File: config.mk
export PLATFORM = sky130hd
export DESIGN_NAME = fdiv_share_ctrl
export DESIGN_NICKNAME = d
export VERILOG_FILES = /design/src/rtl/fdiv_share_ctrl.sv
export SDC_FILE = /design/constraint.sdc
export NUM_CORES = 1
export LEC_CHECK = 0
export CAP_MARGIN = 0
export CORE_MARGIN = 5
export CORE_UTILIZATION = 40
export DETAILED_ROUTE_END_ITERATION = 6
export GPL_TIMING_DRIVEN = 1
export HOLD_SLACK_MARGIN = 0.03
export PLACE_DENSITY = 0.78
export RECOVER_POWER = 50
export SLEW_MARGIN = 40
export SYNTH_ARGS = -nofsm -noshare
export SYNTH_HDL_FRONTEND = slang
export SYNTH_SLANG_ARGS = --single-unit
export TNS_END_PERCENT = 50
File: constraint.sdc
create_clock -name clk -period 3 [get_ports clk]
set_input_delay 0.75 -clock clk [delete_from_list [all_inputs] [get_ports clk]]
set_output_delay 0.75 -clock clk [all_outputs]
set_load 0.01 [all_outputs]
File: src/rtl/fdiv_share_ctrl.sv
// rtl/fdiv_share_ctrl.sv - round-robin sharing controller for one multi-cycle fp32 divider
module fdiv_share_ctrl #(
  parameter int DIV_LAT = 32,
  parameter int CNT_W   = 8
) (
  input  logic        clk,
  input  logic        n_rst,
  input  logic        req0_valid,
  output logic        req0_ready,
  input  logic [31:0] req0_a,
  input  logic [31:0] req0_b,
  input  logic        req1_valid,
  output logic        req1_ready,
  input  logic [31:0] req1_a,
  input  logic [31:0] req1_b,
  output logic        rsp0_valid,
  input  logic        rsp0_ready,
  output logic        rsp1_valid,
  input  logic        rsp1_ready,
  output logic [31:0] rsp_result,
  output logic        rsp_overflow,
  output logic        rsp_underflow,
  output logic        rsp_dbz,
  output logic [31:0] div_a,
  output logic [31:0] div_b,
  output logic        div_start,
  input  logic [31:0] div_result,
  input  logic        div_overflow,
  input  logic        div_underflow,
  output logic        busy
);

  typedef enum logic [1:0] {
    S_IDLE  = 2'd0,
    S_ISSUE = 2'd1,
    S_WAIT  = 2'd2,
    S_RESP  = 2'd3
  } state_t;

  localparam logic [CNT_W-1:0] CNT_LOAD = CNT_W'(DIV_LAT - 1);

  state_t            r_state;
  state_t            w_next;
  logic              r_rr_last;
  logic              r_gnt_id;
  logic [CNT_W-1:0]  r_cnt;
  logic [31:0]       r_div_a;
  logic [31:0]       r_div_b;
  logic [31:0]       r_rsp_result;
  logic              r_rsp_ovf;
  logic              r_rsp_unf;
  logic              r_rsp_dbz;

  logic              w_gnt0;
  logic              w_gnt1;
  logic              w_acc;
  logic              w_rsp_hs;
  logic              w_b_zero;
  logic [31:0]       w_sel_a;
  logic [31:0]       w_sel_b;
  logic [31:0]       w_dbz_result;

  // Tie goes to the requester that was not served last; a lone request always wins.
  assign w_gnt0       = req0_valid & (~req1_valid | r_rr_last);
  assign w_gnt1       = req1_valid & (~req0_valid | ~r_rr_last);
  assign w_acc        = (r_state == S_IDLE) & (w_gnt0 | w_gnt1);
  assign w_sel_a      = w_gnt1 ? req1_a : req0_a;
  assign w_sel_b      = w_gnt1 ? req1_b : req0_b;
  assign w_b_zero     = (w_sel_b[30:0] == 31'd0);
  // 0/0 is a quiet NaN; x/0 is a signed infinity.
  assign w_dbz_result = (w_sel_a[30:0] == 31'd0) ? 32'h7FC00000
                                                 : {w_sel_a[31] ^ w_sel_b[31], 8'hFF, 23'd0};
  // Only the owner's ready completes a response; the other requester's ready is ignored.
  assign w_rsp_hs     = (r_state == S_RESP) & (r_gnt_id ? rsp1_ready : rsp0_ready);

  assign div_a         = r_div_a;
  assign div_b         = r_div_b;
  assign rsp_result    = r_rsp_result;
  assign rsp_overflow  = r_rsp_ovf;
  assign rsp_underflow = r_rsp_unf;
  assign rsp_dbz       = r_rsp_dbz;

  // State register.
  always_ff @(posedge clk or negedge n_rst) begin
    if (!n_rst) begin
      r_state <= S_IDLE;
    end else begin
      r_state <= w_next;
    end
  end

  // Next-state and handshake outputs.
  always_comb begin
    w_next     = r_state;
    req0_ready = 1'b0;
    req1_ready = 1'b0;
    div_start  = 1'b0;
    rsp0_valid = 1'b0;
    rsp1_valid = 1'b0;
    busy       = (r_state != S_IDLE);
    case (r_state)
      S_IDLE: begin
        req0_ready = w_gnt0;
        req1_ready = w_gnt1;
        if (w_acc) begin
          w_next = w_b_zero ? S_RESP : S_ISSUE;
        end
      end
      S_ISSUE: begin
        div_start = 1'b1;
        w_next    = S_WAIT;
      end
      S_WAIT: begin
        if (r_cnt == '0) begin
          w_next = S_RESP;
        end
      end
      S_RESP: begin
        rsp0_valid = ~r_gnt_id;
        rsp1_valid = r_gnt_id;
        if (w_rsp_hs) begin
          w_next = S_IDLE;
        end
      end
      default: w_next = S_IDLE;
    endcase
  end

  // Operand latch, latency counter, response capture and round-robin history.
  always_ff @(posedge clk or negedge n_rst) begin
    if (!n_rst) begin
      r_rr_last    <= 1'b1;
      r_gnt_id     <= 1'b0;
      r_cnt        <= '0;
      r_div_a      <= 32'd0;
      r_div_b      <= 32'd0;
      r_rsp_result <= 32'd0;
      r_rsp_ovf    <= 1'b0;
      r_rsp_unf    <= 1'b0;
      r_rsp_dbz    <= 1'b0;
    end else begin
      case (r_state)
        S_IDLE: begin
          if (w_acc) begin
            r_div_a  <= w_sel_a;
            r_div_b  <= w_sel_b;
            r_gnt_id <= w_gnt1;
            if (w_b_zero) begin
              r_rsp_result <= w_dbz_result;
              r_rsp_ovf    <= 1'b0;
              r_rsp_unf    <= 1'b0;
              r_rsp_dbz    <= 1'b1;
            end
          end
        end
        S_ISSUE: begin
          r_cnt <= CNT_LOAD;
        end
        S_WAIT: begin
          if (r_cnt == '0) begin
            r_rsp_result <= div_result;
            r_rsp_ovf    <= div_overflow;
            r_rsp_unf    <= div_underflow;
            r_rsp_dbz    <= 1'b0;
          end else begin
            r_cnt <= r_cnt - CNT_W'(1);
          end
        end
        S_RESP: begin
          if (w_rsp_hs) begin
            r_rr_last <= r_gnt_id;
          end
        end
        default: ;
      endcase
    end
  end

endmodule

======== Word-level counts from Yosys, hierarchy flattened ========
Cells that the tools add are included.
cells by class
  add/sub/neg operators ................... 1
  $mul .................................... 0
  div/mod/pow operators ................... 0
  $lt $le $gt $ge ......................... 0
  equality and inequality tests ........... 8
  shifts and indexed selects .............. 0
  muxes and demuxes ....................... 30
  bitwise logic cells ..................... 12
  reductions and logical operators ........ 12
operators with widths
  operator                                          count
  2-to-1 mux 32 bit                                 6
  case mux 32 bit (2 select lines)                  1
  logical NOT 31 bit                                2
  case mux 8 bit (2 select lines)                   1
  2-to-1 mux 1 bit                                  13
  != test 2 bit, second input constant              5
  logical NOT 8 bit                                 1
  2-to-1 mux 2 bit                                  4
  2-to-1 mux 8 bit                                  1
  case mux 2 bit (4 select lines)                   1
  subtractor 8 x 1 -> 8 bit, second input constant  1
  case mux 1 bit (2 select lines)                   3
  AND reduction 2 bit                               3
  nonzero test 2 bit                                3
  bitwise AND 1 bit                                 4
  == test 2 bit, second input constant              2
  NOT 1 bit                                         4
  AND reduction 4 bit                               1
  OR 1 bit                                          3
  AND reduction 3 bit                               1
  == test 2 x 1 -> 1 bit, second input constant     1
  logical NOT 2 bit                                 1
  XOR 1 bit                                         1
word-level totals
  bits in registers ....................... 111
  bits in latches ......................... 0
  bits in writable memories ............... 0
  bits in read-only memories .............. 0
  input bits .............................. 168
  output and inout bits ................... 105
  memories kept ........................... 0

======== Logic depth before layout (Yosys ltp) ========
  depth in word-level cells ............... 9
  gate-level depth with buffers ........... 10

======== Least setup slack after synthesis ========
No wires, ideal clock.
  path kind ............................... in2reg
  start ................................... input port req1_valid
  end ..................................... register r_rsp_result[0], in the netlist rsp_result[0]
  library setup time ...................... 121 ps
  arrival ................................. 1979 ps
  slack ................................... 900 ps
  stages on the path ...................... 7
  buffers on the path ..................... 1
  cells stage by stage .................... a21boi_1 > nand4_1 > o22ai_1 > and2_1 > o21ai_4 > buf_6 > a22o_1
between the ends
  longest elaborated chain between the ends .. 7
  elaborated cells on any way between the ends .. 11
RTL lines
  what                                                                       line  source
  from (decl)                                                                12    input logic req1_valid,
  parallel branches: the longest is 6 deep, another holds 2-to-1 mux 32 bit  --
  AND reduction 4 bit (no source line) (*)                                   --
  to (signal assigned)                                                       149   r_rsp_result <= w_dbz_result;
  to (signal assigned)                                                       161   r_rsp_result <= div_result;
  to (decl)                                                                  49    logic [31:0] r_rsp_result;
Mark *: on every way between the ends.
A chain may end at the register's enable or synchronous reset.

======== Final worst setup path ========
  start ................................... input port req0_valid
  end ..................................... output port req0_ready
between the ends
  longest elaborated chain between the ends .. 2
RTL lines
  what               line  source
  from (decl)        8     input logic req0_valid,
  bitwise AND 1 bit  64    assign w_gnt0 = req0_valid & (~req1_valid | r_rr_last);
  2-to-1 mux 1 bit   101   case (r_state)
  to (decl)          9     output logic req0_ready,
Every way passes these cells.

==> out/qor.txt <==
Hold bufs inserted after CTS: 0
Initial antenna violation count: 0
Critical Path Start Type: input pin
Setup TNS: 0 ns
DR vias: 4971
Starting Density: 40.6%
DR pass1 iterations: 5
Gpl congestion: 0.934
Final period utilization: 96.3%
Clock Path Buffers: 2
Upper clock frequency limit: 346 MHz
Worst-Margin Slew: 2.31 ns
Die height: 126 um
Share of layout cells above drive strength 1: 5.65%
Sequential element share of the synthesized area: 51.9%
Clk sink count: 111
Post-layout net count: 965
Root Buffer: clkbuf_16
TritonCTS buffer count: 9
Global-route wire length before repair: 28.0 mm
Arrival time worst endpoint: 2.14 ns
Largest net degree at the start of global routing: 79
Unrepaired setup endpoints after global routing: no
Skew final: 0.00613 ns
#FFs+latches synth: 111
Yosys warnings: 0
Status: finished, violations left
PostCTS Resize Cnt: 1
PnR worst setup slack: 0.110 ns
Static leakage: 3.86 nW
Drt drc: 0
Inserted Diodes: 0
Violation count after the first detailed-route iteration: 254
Crit. End Element: primary output
CTS tree: built
Vias/cell: 5.11
Peak VDD IR: 0.000475 V
Top-Level Pins: 273
Die Span X: 126 um
Minimum clock period: 2.89 ns
Crit Path Category: input pin to primary output
Max-slew violation count: 41
Synthesized Nets: 693
Failing checks: max-capacitance violations, max-slew violations
Min-Delay Path Class: flop to flop
Post-CTS setup buffers: 0
Cells after Synth: 519
Row cnt: 42
Core Area: 13200 um2
Hold Vio Cnt, Final: 0
Post-DP HPWL: 14.2 mm
Gr ovfl total: 0
Antenna viol nets, final: 0
Post-Syn Area: 5360 um2
Yosys cell types: 40
Worst Path Required: 2.25 ns
Setup slack at placement: -0.0373 ns
Overall routed net length: 17.6 mm
Clock-pin slew on the worst setup and hold paths: 0.07 ns
Final setup viols: 0
PD cells: 838 nW/um2
Skew-Pair Late Insertion Delay: 0.35 ns
GRT Resource Usage Total: 21.9%
Max Cap Viol: 1
H-tree levels: 3
Final cell count without fillers: 972
Area Growth Syn to Fin: 61.4%
Vias in the first global route: 5302
Mean post-synth cell area: 10.3 um2
# fillers: 1089
Pwr Total: 7.25 mW
Die area: 15800 um2
DP Cell Count: 956
DR WL/cell: 18.1 um
PortBufs: 272
Crit-path max FO: 5
Slew HR: -54.2%
layer usage:
layer | GRT usage, % | vias to the layer above | wire length [um]
met5 | 0 | - | 0
li1 | - | 2410 | -
met4 | 7.95 | 0 | 371
met3 | 6.52 | 24 | 1320
met1 | 24.9 | 2343 | 6950
met2 | 39.0 | 194 | 8950
critical path, cell delays in order:
cell and delay (ns):
clkdlybuf4s50_1 0.56, nand2_1 0.07, a21oi_1 0.18, clkdlybuf4s50_1 0.58
through the flow:
| step | util (%) | hold WS (ns) | instance area, um2 |
|---|---|---|---|
| after floorplan | - | 0.454 | 5360 |
| after global placement | 63.3 | 0.462 | 8350 |
| after detailed placement | 63.3 | 0.469 | 8350 |
| after CTS | 65.7 | 0.387 | 8660 |
| after global routing | 65.6 | 0.509 | 8650 |
| final | 65.6 | 0.474 | 8650 |
layout by cell type, fill, tap and decap left out, types with 2 or more instances in the layout:
| master | n |
|---|---|
| clkinv_4 | 2 |
| o21ai_0 | 72 |
| o22ai_1 | 2 |
| clkdlybuf4s50_1 | 224 |
| mux2i_1 | 68 |
| mux2_2 | 2 |
| nand2_1 | 76 |
| nand3_1 | 4 |
| dlygate4sd3_1 | 46 |
| a22o_1 | 24 |
| buf_12 | 4 |
| nand4_1 | 7 |
| xor2_1 | 2 |
| buf_4 | 13 |
| nor2b_1 | 3 |
| a22oi_1 | 8 |
| and3_1 | 3 |
| nor3_1 | 9 |
| and2_1 | 2 |
| nor4_1 | 27 |
| ha_1 | 6 |
| xnor2_1 | 2 |
| a21oi_1 | 11 |
| clkbuf_16 | 9 |
| nor2_1 | 13 |
| dfrtp_1 | 110 |
| inv_1 | 23 |
registers in the layout, indices dropped and copies added (netlist names), 2 cells and up:
name,cells
div_a,32
rsp_result,32
r_state,2
div_b,32
r_cnt,8
Yosys cell counts (all sizes together):
| cell | instances | share of area [%] |
|---|---|---|
| and3 | 3 | 0.35 |
| o22ai | 2 | 0.23 |
| nand2b | 1 | 0.12 |
| nor2 | 14 | 0.98 |
| mux2i | 68 | 13 |
| dfstp | 1 | 0.49 |
| nor4b | 1 | 0.16 |
| nand2 | 76 | 5.3 |
| a22oi | 8 | 1.1 |
| nor2b | 3 | 0.35 |
| ha | 6 | 1.4 |
| o31ai | 1 | 0.40 |
| inv | 23 | 1.6 |
| and2 | 3 | 0.35 |
| nor3 | 9 | 0.84 |
| o21ai | 73 | 7.0 |
| buf | 15 | 2.0 |
| nand4 | 7 | 0.82 |
| nor3b | 1 | 0.14 |
| xor2 | 2 | 0.33 |
| dfrtp | 110 | 51 |
| mux2 | 2 | 0.42 |
| a21boi | 2 | 0.35 |
| or4 | 1 | 0.14 |
| nor4 | 28 | 3.5 |
| nand3 | 5 | 0.56 |
| a21bo | 1 | 0.19 |
| clkbuf | 14 | 0.98 |
| a21oi | 12 | 1.3 |
| xnor2 | 2 | 0.33 |
| a211o | 1 | 0.16 |
| a22o | 24 | 3.9 |
power by group:
part | internal, mW | total [mW] | switching [mW]
Combinational | 1.82 | 3.46 | 1.64
Sequential | 2.18 | 2.56 | 0.372
Clock | 0.675 | 1.23 | 0.558
worst paths after layout:
kind | from | endpoint | slack (ns) | cells after the start
setup / recovery | req0_valid | req0_ready | 0.11 | 4
hold / removal | div_b[30] | div_b[30] | 0.47 | 2
setup reg to reg | r_state[1] | rsp_result[15] | 0.57 | 9
hold reg to reg | div_b[30] | div_b[30] | 0.47 | 2
max in group asynchronous | n_rst | rsp_result[20] | 0.51 | 3
min in group asynchronous | n_rst | rsp_result[6] | 1.08 | 1
final cells by class:
type | instances | area [um2] | share of cell area (%)
Timing Repair Buffer | 290 | 2900 | 33.6
Sequential cell | 111 | 2780 | 32.1
Multi-Input combinational cell | 356 | 2350 | 27.2
Clock buffer | 10 | 239 | 2.76
Tap cell | 176 | 220 | 2.55
Inverter | 23 | 86.3 | 0.998
Clock inverter | 6 | 68.8 | 0.796
cell families after synthesis:
| family | count (synthesis) | synth area share, % |
|---|---|---|
| XOR/XNOR | 4 | 0.654 |
| AO/OA/AOI/OAI | 124 | 14.7 |
| adder cells (fa/ha/maj) | 6 | 1.40 |
| flip-flops | 111 | 51.9 |
| AND/OR/NAND/NOR | 152 | 13.7 |
| multiplexers | 70 | 13.1 |
| buffers and inverters | 52 | 4.55 |
No activity file was read; power rests on OpenSTA's default activity.
